## src/rtl/game_match_ctrl.sv

```systemverilog
// -----------------------------------------------------------------------------
// game_match_ctrl
//
// Purpose:
//   Match-level controller wrapped around a counter game stage. It starts a
//   match on request and fires one INIT pulse per round, carrying the load
//   value for that round. It scores each round from the rising edge of the
//   stage's GAMEOVER/WHO pair and leaves a fixed idle gap between rounds. The
//   match is declared once one side reaches ROUNDS_TO_WIN round wins. A
//   gameover edge with an invalid WHO code does not score. It raises a sticky
//   flag, and the round is replayed with the same round number and load value.
//
// Parameters:
//   ROUNDS_TO_WIN  round wins needed to take the match (1..15)
//   GAP_CYCLES     idle cycles between a finished round and the next INIT (1..255)
//
// Ports:
//   clk            rising-edge clock
//   rst_n          asynchronous active-low reset
//   start          begin a match (honoured only when idle or finished)
//   seed_value     load value for round 1, captured when start is accepted
//   gameover       GAMEOVER level from the counter game stage
//   who            WHO from the stage: 01 = loser side, 10 = winner side
//   init           one-cycle INIT pulse to the counter game stage
//   load_value     value the stage loads on init
//   winner_rounds  rounds scored by the winner side in this match
//   loser_rounds   rounds scored by the loser side in this match
//   round_num      index of the round in play, starting at 1
//   busy           match in progress (INIT_PULSE, PLAY or GAP)
//   match_over     match finished (DONE)
//   match_winner   1 = winner side took the match; valid while match_over
//   bad_who        sticky: a gameover edge carried WHO = 00 or 11
// -----------------------------------------------------------------------------
module game_match_ctrl #(
    parameter int unsigned ROUNDS_TO_WIN = 3,
    parameter int unsigned GAP_CYCLES    = 4
) (
    input  logic       clk,
    input  logic       rst_n,
    input  logic       start,
    input  logic [3:0] seed_value,
    input  logic       gameover,
    input  logic [1:0] who,
    output logic       init,
    output logic [3:0] load_value,
    output logic [3:0] winner_rounds,
    output logic [3:0] loser_rounds,
    output logic [3:0] round_num,
    output logic       busy,
    output logic       match_over,
    output logic       match_winner,
    output logic       bad_who
);

    typedef enum logic [2:0] {
        S_IDLE,
        S_INIT_PULSE,
        S_PLAY,
        S_GAP,
        S_DONE
    } state_t;

    localparam logic [3:0] WIN_COUNT  = 4'(ROUNDS_TO_WIN);
    localparam logic [7:0] GAP_LAST   = 8'(GAP_CYCLES - 1);
    localparam logic [1:0] WHO_WINNER = 2'b10;
    localparam logic [1:0] WHO_LOSER  = 2'b01;

    state_t     r_state;
    logic       r_gameover_q;
    logic [7:0] r_gap_cnt;
    logic       r_replay;      // current gap follows a round that did not score
    logic       r_init;
    logic [3:0] r_load;
    logic [3:0] r_win;
    logic [3:0] r_lose;
    logic [3:0] r_round;
    logic       r_busy;
    logic       r_match_over;
    logic       r_match_winner;
    logic       r_bad_who;

    logic       w_go_edge;
    logic [3:0] w_win_inc;
    logic [3:0] w_lose_inc;
    logic [3:0] w_round_inc;

    // Only a fresh rising edge ends a round; a level left high from the
    // previous round is already in r_gameover_q and cannot score again.
    assign w_go_edge   = gameover & ~r_gameover_q;

    // Saturating increments: all counters stop at 15.
    assign w_win_inc   = (r_win   == 4'hF) ? 4'hF : r_win   + 4'd1;
    assign w_lose_inc  = (r_lose  == 4'hF) ? 4'hF : r_lose  + 4'd1;
    assign w_round_inc = (r_round == 4'hF) ? 4'hF : r_round + 4'd1;

    // NOTE: every register, including the edge-detect flop and the gap
    // counter, sits in the reset branch. The asynchronous clear then forces
    // init low immediately, even in the middle of a pulse.
    always_ff @(posedge clk or negedge rst_n) begin
        if (!rst_n) begin
            r_state        <= S_IDLE;
            r_gameover_q   <= 1'b0;
            r_gap_cnt      <= 8'd0;
            r_replay       <= 1'b0;
            r_init         <= 1'b0;
            r_load         <= 4'd0;
            r_win          <= 4'd0;
            r_lose         <= 4'd0;
            r_round        <= 4'd0;
            r_busy         <= 1'b0;
            r_match_over   <= 1'b0;
            r_match_winner <= 1'b0;
            r_bad_who      <= 1'b0;
        end else begin
            // NOTE: non-blocking assignments throughout, so every branch below
            // reads the pre-edge values (e.g. r_gameover_q in w_go_edge).
            r_gameover_q <= gameover;

            case (r_state)
                // A gameover edge that arrives together with start in DONE is
                // not looked at here, so the new match always wins.
                S_IDLE, S_DONE: begin
                    if (start) begin
                        r_win          <= 4'd0;
                        r_lose         <= 4'd0;
                        r_bad_who      <= 1'b0;
                        r_round        <= 4'd1;
                        r_load         <= seed_value;
                        r_replay       <= 1'b0;
                        r_gap_cnt      <= 8'd0;
                        r_match_over   <= 1'b0;
                        r_match_winner <= 1'b0;
                        r_busy         <= 1'b1;
                        r_init         <= 1'b1;
                        r_state        <= S_INIT_PULSE;
                    end
                end

                S_INIT_PULSE: begin
                    r_init  <= 1'b0;
                    r_state <= S_PLAY;
                end

                S_PLAY: begin
                    if (w_go_edge) begin
                        r_gap_cnt <= 8'd0;
                        if (who == WHO_WINNER) begin
                            r_win    <= w_win_inc;
                            r_replay <= 1'b0;
                            if (w_win_inc == WIN_COUNT) begin
                                r_match_winner <= 1'b1;
                                r_match_over   <= 1'b1;
                                r_busy         <= 1'b0;
                                r_state        <= S_DONE;
                            end else begin
                                r_state <= S_GAP;
                            end
                        end else if (who == WHO_LOSER) begin
                            r_lose   <= w_lose_inc;
                            r_replay <= 1'b0;
                            if (w_lose_inc == WIN_COUNT) begin
                                r_match_winner <= 1'b0;
                                r_match_over   <= 1'b1;
                                r_busy         <= 1'b0;
                                r_state        <= S_DONE;
                            end else begin
                                r_state <= S_GAP;
                            end
                        end else begin
                            // Invalid WHO: flag it and replay the same round.
                            r_bad_who <= 1'b1;
                            r_replay  <= 1'b1;
                            r_state   <= S_GAP;
                        end
                    end
                end

                S_GAP: begin
                    if (r_gap_cnt == GAP_LAST) begin
                        r_gap_cnt <= 8'd0;
                        r_init    <= 1'b1;
                        r_state   <= S_INIT_PULSE;
                        if (!r_replay) begin
                            r_round <= w_round_inc;
                            r_load  <= r_load + 4'd1;
                        end
                    end else begin
                        r_gap_cnt <= r_gap_cnt + 8'd1;
                    end
                end

                default: begin
                    r_init  <= 1'b0;
                    r_busy  <= 1'b0;
                    r_state <= S_IDLE;
                end
            endcase
        end
    end

    assign init          = r_init;
    assign load_value    = r_load;
    assign winner_rounds = r_win;
    assign loser_rounds  = r_lose;
    assign round_num     = r_round;
    assign busy          = r_busy;
    assign match_over    = r_match_over;
    assign match_winner  = r_match_winner;
    assign bad_who       = r_bad_who;

endmodule

```

## config.mk

```make
export PLATFORM = sky130hd
export DESIGN_NAME = game_match_ctrl
export DESIGN_NICKNAME = d
export VERILOG_FILES = /design/src/rtl/game_match_ctrl.sv
export SDC_FILE = /design/constraint.sdc
export NUM_CORES = 1
export LEC_CHECK = 0
export ABC_AREA = 0
export BUFFER_PORTS_ARGS = -buffer_cell sky130_fd_sc_hd__buf_2
export CAP_MARGIN = 20
export CORE_MARGIN = 2
export CORE_UTILIZATION = 60
export CTS_CLUSTER_SIZE = 24
export DETAILED_ROUTE_END_ITERATION = 8
export PLACE_DENSITY = 0.95
export SETUP_SLACK_MARGIN = 0.5
export SLEW_MARGIN = 5
export SYNTH_ARGS = -nofsm -noshare
export SYNTH_HDL_FRONTEND = slang
export SYNTH_SLANG_ARGS = --single-unit
```

## constraint.sdc

```tcl
create_clock -name clk -period 5.1 [get_ports clk]
set_input_delay 1.02 -clock clk [delete_from_list [all_inputs] [get_ports clk]]
set_output_delay 1.02 -clock clk [all_outputs]
set_load 0.01 [all_outputs]
```

==> run metrics, run 1 <==
status finished, final reports clean; Sink Count 34; Async S/R FF share, synth 1.00; Cell Pwr Density 246 nW/um^2; Yosys reg bits 34; Detailed Place HPWL 2920 um; post-CTS sizing 0; postcts setup bufs 0; clock insertion delay at the later pin of the skew report 360 ps; Yosys top cell by area dfrtp_1; H-Tree Depth 2; dominant cell by count in the synthesized netlist dfrtp_1; drt first-iter violations 160; top post-synthesis cells by area dfrtp_1 (45%), a21oi_1 (5.8%), o21ai_0 (5.8%); syn nets 228; Synth top area share 0.446; fin crit share 0.452; Mapped Area 1910 um^2; Hold Crit Class register to register; critical path data arrival time 2530 ps; final clock skew 18.4 ps; Critical Path RT 5320 ps; Distinct cells, synth 44; startpoint types register; Port-buffer cells 30; Most used DFF post-synth dfrtp_1; Post-synth EDFFs 0; vias per cell 5.96; CTS Buffer Depth 2; pin count of the biggest net entering global routing 35; nets 260; internal reg-to-reg setup slack 2790 ps; fin. max-slew vios 0; Die W 60.4 um; Peak VDD IR 0.169 mV; Avg Cell Area, Syn 9.04 um^2; gr usage total 0.250; Reg clk slew, reported paths 120 ps; number of fill cells 239; DRC viols 0; Setup TNS 0 ps; cts hold-fix bufs 0; row count 20; worst slew pin tran 753 ps; post-route minimum period 2310 ps; chip height 60.4 um; vias in the first global route 1,638; CTS tree yes; Slew headroom 0.498; final cell utilization of the core 0.727; Fmax 0.434 GHz; io pins 31; antenna cell count 0; CP max FO 10; crit end category register; Starting Density 0.630; YS warnings 0; Placer Congestion 0.817; leak pwr 0.00102 uW; cts bufs inserted 5; DR vias 1,717; first-pass GRT wire length 6740 um; CTS root buf clkbuf_4; GRT overflow 0; post-route antenna net violation count 0; die area 3650 um^2; drt pass-1 iters 4; Syn Inst Count 211; max cap viols 0; core region area 3030 um^2; RSZ-0062 raised after global routing false; endpoints failing setup 0; initial antenna violation count 0; wire per inst 13.9 um; Final Hold Fails 0; Crit Path Category register to register; share of cells above drive strength 1 0.197; Seq/Total Area, Yosys 0.446; P&R area growth vs syn 15.3%; Post-synth top cells dfrtp_1 (34), a21oi_1 (22), o21ai_0 (22), nand2_1 (19), nor2_1 (14); final WL 3990 um
## where the power goes
group | leakage (uW) | internal (uW) | switching [uW] | total, uW
registers | 0.000418 | 272 | 1.61 | 273
logic | 0.000543 | 6.55 | 11.6 | 18.2
clock network | 0.0000554 | 153 | 97.8 | 251
total | 0.00102 | 431 | 111 | 542
## cell families after synthesis
logic type / after synthesis / share of synthesized area
AOI/OAI and AO/OA: 66 / 0.205
xor gates and xnor gates: 4 / 0.0184
adders and majority gates: 7 / 0.0459
buffers and inverters: 16 / 0.0315
DFF: 34 / 0.446
muxes: 4 / 0.0229
and+or+nand+nor: 80 / 0.230
## through the flow
stage                     setup slack, ps  area, um^2  power [uW]  std cells  hold slack [ps]
after floorplan                      2860        1910         284        211              482
after global placement               2660        2090         296        280              491
after detailed placement             2560        2090         297        280              496
after CTS                            2800        2200         547        288              525
after global routing                 2640        2200         562        288              538
final                                2790        2200         542        288              515
## cell usage in the layout (no fill, tap or decap), types with 2 or more instances in the layout
master and count:
mux2_2 3, a21o_1 2, nand3_1 13, o31ai_1 3, dfrtp_1 34, ha_1 7, o21bai_1 2, nor2b_1 5
nand2_1 19, o21ai_0 22, a31oi_1 4, xnor2_1 4, and3_1 2, nand2b_1 6, nor3_1 4, clkbuf_4 5
buf_2 30, bufinv_16 2, a22o_1 2, a21oi_1 22, a211oi_1 2, nor2_1 14, nand4_1 2, or3_1 2
inv_1 11, a41oi_1 2
## worst max-delay path: stages, from the launching register on
cell and delay, ps:
dfrtp_1 420, ha_1 260, or4b_4 520, o21bai_1 590
nor2b_1 110, o21ai_0 190, o31ai_1 90
## cell type report
cell class / instances / area, um^2 / share of cell area
clock buffers: 5 / 37.5 / 0.0171
flip-flops and latches: 34 / 851 / 0.387
well taps: 44 / 55.1 / 0.0250
inverters: 11 / 41.3 / 0.0188
multi-input cells: 161 / 997 / 0.453
clock inverters: 3 / 68.8 / 0.0313
repair buffers: 30 / 150 / 0.0682
## registers in the layout, indices dropped and copies added (netlist names)
name / cells
loser_rounds: 4
r_gap_cnt: 8
bad_who: 1
round_num: 4
match_over: 1
r_replay: 1
match_winner: 1
init: 1
r_state: 3
load_value: 4
winner_rounds: 4
busy: 1
r_gameover_q: 1
## worst paths after layout
path,startpoint,to,cells after the start
max in group asynchronous,rst_n,busy,1
hold reg to reg,match_over,match_over,1
min in group asynchronous,rst_n,load_value[2],1
setup reg to reg,r_gap_cnt[0],r_gap_cnt[5],6
setup / recovery,r_gap_cnt[0],r_gap_cnt[5],6
hold / removal,match_over,match_over,1
## metal layers
layer	global-route usage	part of all wire	vias up
li1	-	-	826
met1	0.284	0.42	837
met5	0	0	-
met3	0.0640	0.050	11
met4	0.108	0.021	0
met2	0.444	0.51	43
Note: power is estimated with default switching activity, not from simulation.
==> run 2, diff against run 1 <==
- CORE_UTILIZATION: 60 -> 50
- PLACE_DENSITY: 0.95 -> 0.86
- clock period: 5.1 -> 1.9 ns (I/O delays scaled with it)
==> run metrics, run 2 (synthesis results as in run 1) <==
worst hold slack 106 ps (-409 ps); clock power share 0.421 (-0.042); Detailed Place HPWL 3090 um (+6.1%); Starting Density 0.521 (-0.109); crit end category register; sw frac 0.242 (+0.0371); core region area 3660 um^2 (+21%); row count 22 (+10%); Reg-to-Reg Start r_gap_cnt[0]; DR vias 1,973 (+15%); GR peak layer met2; Critical Path RT 2080 ps (-3240 ps); P_int 1040 uW (+140%); chip height 65.8 um (+8.9%); pin count of the biggest net entering global routing 35 (unchanged); Hold Crit Class input port to asynchronous set/reset pin; final clock skew 6.47 ps (-12.0 ps); Final Power 1380 uW (+150%); max cap viols 0 (unchanged); worst reg2reg path depth 8 (+2); Crit Path Category register to register; final cell utilization of the core 0.774 (+0.0476); vias in the first global route 1,828 (+12%); critical path data arrival time 2060 ps (-470 ps); drt pass-1 iters 4 (unchanged); first-pass GRT wire length 8400 um (+25%); Peak VDD IR 0.451 mV (+170%); status finished, final reports clean; drt first-iter violations 165 (+3.1%); Cell Pwr Density 485 nW/um^2 (+97%); Die W 65.8 um (+8.9%); Final Hold Fails 0 (unchanged); RSZ-0062 raised after global routing true; leak pwr 0.00129 uW (+27%); commonest non-fill, non-tap cell in the layout buf_2; CP max FO 7 (-3); share of cells above drive strength 1 0.454 (+0.257); fin. max-slew vios 0 (unchanged); met3 GRT Util 0.0613 (-0.00264); endpoints failing setup 0 (unchanged); Worst R2R End r_gap_cnt[3]; Reg with most FFs r_gap_cnt; vias per cell 5.82 (-2.4%); DRC viols 0 (unchanged); fin crit share 0.988 (+0.536); wire per inst 17.2 um (+24%); cts bufs inserted 5 (unchanged); io pins 31 (unchanged); Setup TNS 0 ps (unchanged); most frequent cells in the layout buf_2 (31), dfrtp_1 (29), buf_4 (29); CTS Buffer Depth 2 (unchanged); post-route minimum period 1880 ps (-428 ps); Slew headroom 0.699 (+0.201); worst slew pin tran 451 ps (-302 ps); CTS root buf clkbuf_8; Net Sw Power 333 uW (+200%); final WL 5830 um (+46%); GRT overflow 0 (unchanged); number of fill cells 229 (-4.2%); internal reg-to-reg setup slack 20 ps (-2770 ps); met2 usage 0.437 (-0.00723); die area 4330 um^2 (+19%); Gate power share 0.045 (+0.012); Placer Congestion 0.829 (+1.5%); register share of total power 0.534 (+0.030); initial antenna violation count 0 (unchanged); antenna cell count 0 (unchanged); gr usage total 0.257 (+0.00696); Reg clk slew, reported paths 70 ps (-50 ps); Sink Count 34 (unchanged); post-route antenna net violation count 0 (unchanged); P&R area growth vs syn 48.6%; Port-buffer cells 30 (unchanged); clock insertion delay at the later pin of the skew report 300 ps (-60 ps); Largest register FFs 8 (unchanged); routing usage on met1 0.307 (+0.0232); Fmax 0.533 GHz (+23%); CTS tree yes; H-Tree Depth 2 (unchanged); nets 307 (+18%); startpoint types register
[run 2: cell count changes in the layout (fill, tap and decap cells not counted), sizes merged]
cell,delta
buf,+47
bufinv,-2
clkbuf,+1
clkinvlp,+1
[run 2: final cells by class]
cell class / count / area, um^2 / area share
multi-input combinational: 161 / 1210 / 0.426
sequential: 34 / 857 / 0.302
timing repair buffer: 77 / 573 / 0.202
clock buffer: 6 / 82.6 / 0.0291
tap: 48 / 60.1 / 0.0212
inverter: 11 / 41.3 / 0.0146
clock inverter: 2 / 12.5 / 0.00441
[run 2: worst max-delay path by stage]
stage                    end  slack (ps)  depth (start not counted)          from
2_1_floorplan  load_value[0]        -140                          6  r_gap_cnt[0]
3_3_place_gp   load_value[0]          40                          6  r_gap_cnt[0]
3_5_place_dp   load_value[0]         -10                          6  r_gap_cnt[0]
4_1_cts         round_num[2]          70                          6  r_gap_cnt[0]
5_1_grt         r_gap_cnt[3]         -10                          8  r_gap_cnt[1]
6_report        r_gap_cnt[3]          20                          8  r_gap_cnt[0]
[run 2: timing repair]
action / in CTS / in global routing
resized for setup: 35 / 29
hold buffers: 0 / 0
setup buffers: 22 / 9
pin swaps: 15 / 15
setup endpoints to repair: 33 / 37
[run 2: layer usage]
metal / routed length (um) / vias up / share of wire
met4: 127 / 0 / 0.022
met2: 3130 / 63 / 0.54
met5: 0 / - / 0
li1: - / 917 / -
met3: 267 / 15 / 0.046
met1: 2300 / 978 / 0.39
[run 2: power by group through the flow]
stage / clock (uW) / sequential, uW / combinational [uW]
2_1_floorplan: 0 / 749 / 16.8
3_3_place_gp: 0 / 747 / 51.5
3_5_place_dp: 0 / 748 / 53.1
4_1_cts: 582 / 734 / 53.6
5_1_grt: 615 / 735 / 69.2
6_report: 580 / 734 / 62.1
[run 2: through the flow]
step	setup WS (ps)	area [um^2]	std cells
4_1_cts	68.7	2660	330
2_1_floorplan	-137	2010	211
3_3_place_gp	44.9	2310	300
6_report	22.1	2840	339
3_5_place_dp	-13.2	2310	300
5_1_grt	-10.6	2840	339
[run 2: critical path, cell delays in order, from the launching register on]
cell and delay [ps]:
dfrtp_1 370, ha_2 180, or4b_4 490, buf_6 140, o21bai_1 110, buf_4 170
nor2_1 60, o21ai_1 140, o31ai_1 100
